**config.mk**
```make
export PLATFORM = sky130hd
export DESIGN_NAME = sram_access_pipe_flat
export DESIGN_NICKNAME = d
export VERILOG_FILES = /design/src/rtl/sram_access_pipe_if.sv /design/src/rtl/sram_access_pipe.sv /design/src/flat_wrapper.sv
export SDC_FILE = /design/constraint.sdc
export NUM_CORES = 1
export LEC_CHECK = 0
export BUFFER_PORTS_ARGS = -buffer_cell sky130_fd_sc_hd__buf_2
export CAP_MARGIN = 10
export CORE_ASPECT_RATIO = 2
export CORE_MARGIN = 1.5
export CORE_UTILIZATION = 35
export CTS_BUF_LIST = sky130_fd_sc_hd__clkbuf_4 sky130_fd_sc_hd__clkbuf_8
export CTS_CLUSTER_SIZE = 16
export DETAILED_ROUTE_END_ITERATION = 12
export PLACE_DENSITY = 0.56
export SLEW_MARGIN = 0
export SYNTH_ARGS = -nofsm -noshare
export SYNTH_HDL_FRONTEND = slang
export SYNTH_SLANG_ARGS = --single-unit
export TNS_END_PERCENT = 50
```
**constraint.sdc**
```tcl
create_clock -name clk -period 2.25 [get_ports clk]
set_input_delay 0.225 -clock clk [delete_from_list [all_inputs] [get_ports clk]]
set_output_delay 0.225 -clock clk [all_outputs]
set_load 0.02 [all_outputs]
```
**src/rtl/sram_access_pipe_if.sv**
```systemverilog
// Request, SRAM-controller and writeback signals of sram_access_pipe.
// The pipe itself connects through the slave modport.
interface sram_access_pipe_if #(
    parameter int unsigned ADDR_WIDTH = 20,
    parameter int unsigned DATA_WIDTH = 32,
    parameter int unsigned REG_WIDTH  = 5
);
    logic                  req_valid;
    logic                  req_write;
    logic                  req_float;
    logic [ADDR_WIDTH-1:0] req_addr;
    logic [DATA_WIDTH-1:0] req_wdata;
    logic [REG_WIDTH-1:0]  req_dest;

    logic [ADDR_WIDTH-1:0] mem_address;
    logic [DATA_WIDTH-1:0] mem_write;
    logic                  mem_write_enable;
    logic [DATA_WIDTH-1:0] mem_read;

    logic                  wb_enable;
    logic [REG_WIDTH-1:0]  wb_addr;
    logic [DATA_WIDTH-1:0] wb_data;
    logic                  wb_float;
    logic [3:0]            inflight;

    modport slave (
        input  req_valid, req_write, req_float, req_addr, req_wdata, req_dest, mem_read,
        output mem_address, mem_write, mem_write_enable,
        output wb_enable, wb_addr, wb_data, wb_float, inflight
    );

    modport master (
        output req_valid, req_write, req_float, req_addr, req_wdata, req_dest, mem_read,
        input  mem_address, mem_write, mem_write_enable,
        input  wb_enable, wb_addr, wb_data, wb_float, inflight
    );
endinterface

```
**src/rtl/sram_access_pipe.sv**
```systemverilog
// Load/store issue to sramc with a READ_LATENCY-deep tag pipeline and
// forwarding from stores the SRAM cannot yet return.
module sram_access_pipe #(
    parameter int unsigned ADDR_WIDTH    = 20,
    parameter int unsigned DATA_WIDTH    = 32,
    parameter int unsigned REG_WIDTH     = 5,
    parameter int unsigned READ_LATENCY  = 2,
    parameter int unsigned HAZARD_WINDOW = 2
) (
    input logic          clk,
    input logic          reset,
    sram_access_pipe_if.slave bus
);
    localparam int unsigned HistDepth = (HAZARD_WINDOW > 0) ? HAZARD_WINDOW : 1;
    localparam bit          HistEn    = (HAZARD_WINDOW > 0);

    typedef struct packed {
        logic                  valid;
        logic [REG_WIDTH-1:0]  dest;
        logic                  is_float;
        logic                  fwd_hit;
        logic [DATA_WIDTH-1:0] fwd_data;
    } stage_t;

    typedef struct packed {
        logic                  valid;
        logic [ADDR_WIDTH-1:0] addr;
        logic [DATA_WIDTH-1:0] data;
    } hist_t;

    stage_t                stage_q [READ_LATENCY];
    hist_t                 hist_q  [HistDepth];
    logic [ADDR_WIDTH-1:0] last_addr_q;
    logic [3:0]            inflight_q, inflight_d;
    logic                  is_load, is_store, fwd_hit;
    logic [DATA_WIDTH-1:0] fwd_data;
    stage_t                last;

    assign is_store = bus.req_valid & bus.req_write & reset;
    assign is_load  = bus.req_valid & ~bus.req_write & reset;
    assign last     = stage_q[READ_LATENCY-1];

    // Walk oldest to youngest so the youngest matching store wins.
    always_comb begin
        fwd_hit  = 1'b0;
        fwd_data = '0;
        for (int i = int'(HistDepth) - 1; i >= 0; i--) begin
            if (i < int'(HAZARD_WINDOW) && hist_q[i].valid && hist_q[i].addr == bus.req_addr) begin
                fwd_hit  = 1'b1;
                fwd_data = hist_q[i].data;
            end
        end
    end

    assign bus.mem_address      = bus.req_valid ? bus.req_addr : last_addr_q;
    assign bus.mem_write        = bus.req_wdata;
    assign bus.mem_write_enable = is_store;

    always_comb begin
        bus.wb_enable = last.valid;
        bus.wb_addr   = '0;
        bus.wb_float  = 1'b0;
        bus.wb_data   = '0;
        if (last.valid) begin
            bus.wb_addr  = last.dest;
            bus.wb_float = last.is_float;
            bus.wb_data  = last.fwd_hit ? last.fwd_data : bus.mem_read;
        end
    end

    assign inflight_d   = inflight_q + {3'b000, is_load} - {3'b000, last.valid};
    assign bus.inflight = inflight_q;

    always_ff @(posedge clk) begin
        if (!reset) begin
            for (int i = 0; i < int'(READ_LATENCY); i++) stage_q[i] <= '0;
            for (int i = 0; i < int'(HistDepth); i++) hist_q[i] <= '0;
            last_addr_q <= '0;
            inflight_q  <= '0;
        end else begin
            stage_q[0] <= '{valid: is_load, dest: bus.req_dest, is_float: bus.req_float,
                            fwd_hit: fwd_hit, fwd_data: fwd_data};
            for (int i = 1; i < int'(READ_LATENCY); i++) stage_q[i] <= stage_q[i-1];
            hist_q[0] <= '{valid: HistEn & is_store, addr: bus.req_addr, data: bus.req_wdata};
            for (int i = 1; i < int'(HistDepth); i++) hist_q[i] <= hist_q[i-1];
            if (bus.req_valid) last_addr_q <= bus.req_addr;
            inflight_q <= inflight_d;
        end
    end
endmodule

```
**src/flat_wrapper.sv**
```systemverilog
// flat-port wrapper written by rule: the top's interface ports become plain ports
module sram_access_pipe_flat 
#(
    parameter int unsigned ADDR_WIDTH    = 20,
    parameter int unsigned DATA_WIDTH    = 32,
    parameter int unsigned REG_WIDTH     = 5,
    parameter int unsigned READ_LATENCY  = 2,
    parameter int unsigned HAZARD_WINDOW = 2
)
  (clk, reset, bus_req_valid, bus_req_write, bus_req_float, bus_req_addr, bus_req_wdata, bus_req_dest, bus_mem_read, bus_mem_address, bus_mem_write, bus_mem_write_enable, bus_wb_enable, bus_wb_addr, bus_wb_data, bus_wb_float, bus_inflight);
  sram_access_pipe_if #(.ADDR_WIDTH(ADDR_WIDTH), .DATA_WIDTH(DATA_WIDTH), .REG_WIDTH(REG_WIDTH)) bus_i ();
  input logic clk;
  input logic reset;
  input wire logic [$bits(bus_i.req_valid)-1:0] bus_req_valid;
  input wire logic [$bits(bus_i.req_write)-1:0] bus_req_write;
  input wire logic [$bits(bus_i.req_float)-1:0] bus_req_float;
  input wire logic [$bits(bus_i.req_addr)-1:0] bus_req_addr;
  input wire logic [$bits(bus_i.req_wdata)-1:0] bus_req_wdata;
  input wire logic [$bits(bus_i.req_dest)-1:0] bus_req_dest;
  input wire logic [$bits(bus_i.mem_read)-1:0] bus_mem_read;
  output wire logic [$bits(bus_i.mem_address)-1:0] bus_mem_address;
  output wire logic [$bits(bus_i.mem_write)-1:0] bus_mem_write;
  output wire logic [$bits(bus_i.mem_write_enable)-1:0] bus_mem_write_enable;
  output wire logic [$bits(bus_i.wb_enable)-1:0] bus_wb_enable;
  output wire logic [$bits(bus_i.wb_addr)-1:0] bus_wb_addr;
  output wire logic [$bits(bus_i.wb_data)-1:0] bus_wb_data;
  output wire logic [$bits(bus_i.wb_float)-1:0] bus_wb_float;
  output wire logic [$bits(bus_i.inflight)-1:0] bus_inflight;
  assign bus_i.req_valid = bus_req_valid;
  assign bus_i.req_write = bus_req_write;
  assign bus_i.req_float = bus_req_float;
  assign bus_i.req_addr = bus_req_addr;
  assign bus_i.req_wdata = bus_req_wdata;
  assign bus_i.req_dest = bus_req_dest;
  assign bus_i.mem_read = bus_mem_read;
  assign bus_mem_address = bus_i.mem_address;
  assign bus_mem_write = bus_i.mem_write;
  assign bus_mem_write_enable = bus_i.mem_write_enable;
  assign bus_wb_enable = bus_i.wb_enable;
  assign bus_wb_addr = bus_i.wb_addr;
  assign bus_wb_data = bus_i.wb_data;
  assign bus_wb_float = bus_i.wb_float;
  assign bus_inflight = bus_i.inflight;
  sram_access_pipe #(.ADDR_WIDTH(ADDR_WIDTH), .DATA_WIDTH(DATA_WIDTH), .REG_WIDTH(REG_WIDTH), .READ_LATENCY(READ_LATENCY), .HAZARD_WINDOW(HAZARD_WINDOW)) u_core (.clk(clk), .reset(reset), .bus(bus_i));
endmodule
```
==> results of run 1 <==
logic make-up (layout without fill, tap and decap cells):
| logic type | after synthesis | after routing | share of synthesized area [%] |
|---|---|---|---|
| buffers and inverters | 116 | 348 | 7.39 |
| multiplexers | 84 | 84 | 10.9 |
| XOR/XNOR | 43 | 43 | 4.75 |
| adder cells (fa/ha/maj) | 5 | 5 | 0.884 |
| AO/OA/AOI/OAI | 3 | 3 | 0.253 |
| flip-flops | 210 | 210 | 53.1 |
| AND/OR/NAND/NOR | 297 | 297 | 22.7 |
worst max-delay path: stages, from the launching register on:
cell	delay (ns)
dfxtp_2	0.31
buf_4	0.45
mux2i_1	0.25
nor2b_1	0.06
buf_2	0.15
synth_stat cells (all sizes together) (2+ instances only):
library cell / number
and3: 3
nand4: 39
nor4: 4
mux2: 20
and2: 180
xor2: 11
nand3: 2
nor2b: 33
nor2: 3
ha: 4
clkbuf: 31
buf: 47
mux2i: 64
dfxtp: 210
nand2: 33
inv: 38
xnor2: 32
power by group through the flow:
stage / logic [mW] / registers, mW / clock network (mW)
5_1_grt: 0.835 / 3.91 / 3.31
6_report: 0.757 / 3.90 / 3.02
3_3_place_gp: 0.680 / 3.98 / 0
4_1_cts: 0.767 / 3.90 / 3.15
3_5_place_dp: 0.685 / 3.99 / 0
2_1_floorplan: 0.450 / 3.99 / 0
path summary, 6_finish.rpt:
| path | startpoint | to |
|---|---|---|
| setup reg to reg | u_core.hist_q[0][95] | u_core.stage_q[0][29] |
| hold reg to reg | u_core.stage_q[0][12] | u_core.stage_q[0][52] |
| setup / recovery | u_core.stage_q[0][72] | bus_wb_data[17] |
| hold / removal | bus_req_valid | u_core.bus.inflight[0] |
layout make-up:
| type | instances | share of cell area, % |
|---|---|---|
| Tap cell | 276 | 3.43 |
| Multi-Input combinational cell | 432 | 31.2 |
| Timing Repair Buffer | 257 | 16.2 |
| Inverter | 38 | 1.41 |
| Clock buffer | 45 | 5.58 |
| Sequential cell | 210 | 41.7 |
| Clock inverter | 8 | 0.472 |
routing by layer:
metal  up-vias  GRT usage [%]  routed length, microns
met5         -              0                       0
met4         0           6.28                     457
met3        30           2.69                     879
met2       144           26.4                    8780
met1      2510           15.5                    6620
li1       2797              -                       -
metrics by stage:
stage	std cells	cell area [sq um]	util [%]	power, mW	setup WS [ns]
floorplan	758	7920	-	4.44	0.436
global placement	1153	8870	40.0	4.66	0.420
detailed placement	1153	8870	40.0	4.67	0.387
CTS	1266	10100	45.5	7.82	0.159
global route	1266	10100	45.5	8.06	0.0639
finish	1266	10100	45.5	7.67	0.230
registers in the layout, indices dropped and copies added, names as in the netlist:
register	flops
u_core.hist_q	106
u_core.stage_q	80
u_core.last_addr_q	20
u_core.bus.inflight	4
repair_timing:
item / CTS / global route
hold buffers: 60 / 0
setup buffers: 0 / 0
resized for setup: 0 / 0
hold endpoints to repair: 60 / 0
==> results.yml, run 1 <==
finish:
  area_delta_synth_final_pct: 27.3
  multi_input_area_sq_um: 3140
  layout.nets: 1068
  final_common_cell: "dfxtp_1"
  ff_latch_area_sq_um: 4210
  most-common-layout-cells: "dfxtp_1 (209), buf_2 (188), and2_1 (179), mux2i_1 (64), dlygate4sd3_1 (60)"
  fillerInstances: 2184
  diodes: 0
  drive_gt1_share_pct: 28.0
synth:
  postSynthCellCount: 758
  synthTopCellsByArea: "dfxtp_1 (53%), and2_1 (14%), mux2i_1 (8.1%)"
  ys_ff_latch: 210
  synthFlopType: "dfxtp_1"
  netlist_area_sq_um: 7920
  yosysTopAreaCell: "dfxtp_1"
  synth_warnings: 0
  syn_area_per_cell_sq_um: 10.5
  syn-num-nets: 857
  synth_edf_count: 0
  synth.distinct_cells: 27
  async_reset_ff_share_pct: 0
  yosys.area.top_type_share_pct: 53.1
  seq_area_frac_synth_pct: 53.1
global_route:
  grt_pass1_wl_mm: 26.8
  grt_util_all_layers_pct: 14.4
  grt_max_degree: 211
  grt_pass1_vias: 5491
  grt-ovfl-total: 0
  grt_antenna_before_repair: 0
routing:
  wl_mm: 16.7
  vias_per_cell: 4.33
  drt_iter0_markers: 185
  drtAntennaViolNets: 0
  dr.pass1.iters: 4
  drc_errors: 0
  wl_per_cell_microns: 13.2
  num_vias: 5481
power_and_ir_drop:
  switching_power_mw: 1.85
  clkPwrFrac_pct: 39.3
  p_sw_share_pct: 24.1
  p_int_mw: 5.83
  seq_power_share_pct: 50.8
  p_leak_nw: 4.79
  peakVddDrop_mv: 0.549
  combPwrFrac_pct: 9.9
  cellPowerDensity_nw_per_um2: 761
timing:
  fin_hold_ws_ns: 0.231
  post-route-min-period_ns: 2.02
  setup_tns_ns: 0
  max_clock_freq_mhz: 495
  finalCritPeriodShare_pct: 89.8
  rsz0062_at_grt: "false"
  max_slew.worst_pin.slew_ns: 0.654
  hold_viol: 0
  setup_violations: 0
  clock_skew_ns: 0.0208
  finalMaxSlewViolations: 0
  maxSlewHeadroom_pct: 56.4
hold_path:
  hold_class: "in2reg"
  whs_path_depth: 5
floorplan:
  die_h_microns: 216
  start_util_pct: 35.8
  die-area_sq_um: 23600
  ios: 190
  core_sq_um: 22200
  fp-row-count: 77
  die_width_microns: 109
setup_path:
  path_class: "reg2out"
  worst_setup_path_end_kind: "output pin"
  regToRegSetupSlack_ns: 0.44
  crit_fanout: 32
  critPathArrivalTime_ns: 1.79
  critPathLaunchType: "flip-flop"
  required_ns: 2.03
  rr_worst_depth: 6
placement:
  dpl.hpwl_mm: 10.6
  portBuffers: 189
  place_congestion: 0.712
clock_tree:
  cts_tree: "built"
  cts_max_level: 1
  cts_sinks: 210
  root_buffer: "clkbuf_8"
  cts_buffers: 30
  ctsLongestPathBuffers: 3
  clkTransAtPathRegs_ns: 0.07
  clock_latency_ns: 0.58
flow_run:
  drv_cap: 0
status:
  status: "completed"
(Power assumes the default switching activity.)
==> run 2, diff against run 1 <==
- BUFFER_PORTS_ARGS: -buffer_cell sky130_fd_sc_hd__buf_2 -> not set
- DONT_BUFFER_PORTS: not set -> 1
- PLACE_DENSITY: 0.56 -> 0.49
==> results.yml, run 2 (same netlist as run 1, synthesis figures left out) <==
setup_path:
  crit_path_top_delay_cell: "dlygate4sd3_1"
  critPathMaxStageDelay_ns: 1.17
  critPathArrivalTime_ns: 1.89
  cp_top_family: "buffers and inverters"
  required_ns: 2.03
  crit_fanout: 20
  rr_endpoint: "u_core.stage_q[0][26]"
  path_class: "in2out"
  cp.buffers_inverters: 1
  critPathLaunchType: "input pin"
  path_cells: "dlygate4sd3_1, mux2_2"
  rr_worst_depth: 6
  worst_setup_path_end_kind: "output pin"
  reg2reg_from: "u_core.hist_q[0][39]"
  regToRegSetupSlack_ns: 0.34
power_and_ir_drop:
  p_leak_nw: 4.24
  switching_power_mw: 1.74
  cellPowerDensity_nw_per_um2: 816
  p_int_mw: 6.15
  clkPwrFrac_pct: 42.9
  combPwrFrac_pct: 7.3
  peakVddDrop_mv: 0.664
  p_sw_share_pct: 22.1
  seq_power_share_pct: 49.8
timing:
  clock_skew_ns: 0.0234
  max_slew.worst_pin.slew_ns: 0.955
  setup_tns_ns: 0
  hold_viol: 0
  finalMaxSlewViolations: 0
  max_clock_freq_mhz: 472
  rsz0062_at_grt: "false"
  maxSlewHeadroom_pct: 36.1
  setup_violations: 0
  fin_hold_ws_ns: 0.0599
  finalCritPeriodShare_pct: 94.1
  setup_ws_ns: 0.133
  post-route-min-period_ns: 2.12
placement:
  place_congestion: 0.703
  portBuffers: 0
  dpl.hpwl_mm: 10.6
  dp_slack_ns: 0.314
  post_dp_cell_area_sq_um: 7900
flow_run:
  drv_cap: 0
hold_path:
  hold_class: "in2reg"
  whs_path_depth: 2
  hold_start: "bus_req_addr[7]"
  min_to: "u_core.last_addr_q[7]"
floorplan:
  core_sq_um: 22200
  die_h_microns: 216
  ios: 190
  start_util_pct: 35.8
  die_width_microns: 109
  fp-row-count: 77
  die-area_sq_um: 23600
clock_tree:
  clkTransAtPathRegs_ns: 0.05
  ctsLongestPathBuffers: 3
  cts_tree: "built"
  root_buffer: "clkbuf_8"
  post-cts-setup-buffers: 0
  cts_buffers: 31
  cts_sinks: 210
  cts_max_level: 1
  clock_latency_ns: 0.57
routing:
  drt_iter0_markers: 144
  vias_per_cell: 4.57
  drtAntennaViolNets: 0
  num_vias: 5129
  drc_errors: 0
  wl_per_cell_microns: 15.6
  wl_mm: 17.5
  dr.pass1.iters: 4
global_route:
  grt_max_degree: 168
  grt_util_all_layers_pct: 14.9
  grt-ovfl-total: 0
  grt_antenna_before_repair: 0
  grt_pass1_wl_mm: 27.4
  grt_pass1_vias: 5464
finish:
  diodes: 0
  area_delta_synth_final_pct: 22.0
  largest_register_ffs: 106
  final_common_cell: "dfxtp_1"
  stdcell_area_sq_um: 9670
  fillerInstances: 2170
  final_util_pct: 43.6
  largestRegisters: "u_core.hist_q (106), u_core.stage_q (80), u_core.last_addr_q (20)"
  drive_gt1_share_pct: 10.6
  largest_register: "u_core.hist_q"
  layout.nets: 922
  most-common-layout-cells: "dfxtp_1 (209), and2_1 (179), dlygate4sd3_1 (103), mux2i_1 (64), clkbuf_8 (39)"
status:
  status: "completed"
[run 2: changes by cell type in the layout (fill, tap and decap cells not counted), moves of 2 or more]
| cell | previous run | this run |
|---|---|---|
| buf_2 | 188 | 0 |
| dlygate4sd3_1 | 60 | 103 |
| clkinv_2 | 6 | 2 |
| clkbuf_4 | 9 | 12 |
| clkbuf_8 | 36 | 39 |
| buf_4 | 7 | 5 |
| bufinv_16 | 0 | 2 |
[run 2: layout make-up]
class	instances	area, sq um	area share [%]
clock inverters	5	77.6	0.803
multi-input cells	432	3150	32.6
inverters	38	143	1.48
flip-flops and latches	210	4210	43.5
clock buffers	51	627	6.49
well taps	276	345	3.57
repair buffers	110	1120	11.5
[run 2: worst max path at each step]
stage,from,endpoint,slack [ns],cells past startpoint
2_1_floorplan,reset,u_core.bus.inflight[2],0.44,9
3_3_place_gp,u_core.hist_q[0][32],u_core.stage_q[0][23],0.40,6
3_5_place_dp,u_core.hist_q[0][39],u_core.stage_q[0][26],0.31,6
4_1_cts,u_core.stage_q[0][72],bus_wb_data[24],0.04,3
5_1_grt,bus_req_valid,bus_mem_address[18],0.08,2
6_report,bus_req_valid,bus_mem_address[18],0.13,2
[run 2: routing by layer]
metal	track usage, %	wire (microns)
met1	14.0	6090
met2	29.6	10000
met3	2.78	892
met4	6.58	509
met5	0	0
[run 2: through the flow]
step,std cells,power (mW)
6_report,1122,7.88
5_1_grt,1122,8.26
4_1_cts,1122,8.05
3_5_place_dp,962,4.40
3_3_place_gp,962,4.39
2_1_floorplan,758,4.44
[run 2: what timing repair did]
item | CTS | global route
hold endpoints to repair | 210 | 0
hold buffers | 104 | 0
gates resized for setup | 0 | 1
setup endpoints to repair | 0 | 6
[run 2: power groups by stage]
stage	clock network [mW]	registers, mW	logic [mW]
floorplan	0	3.99	0.450
finish	3.38	3.93	0.576
global route	3.68	3.94	0.638
global placement	0	4.01	0.378
detailed placement	0	4.01	0.389
CTS	3.54	3.93	0.586
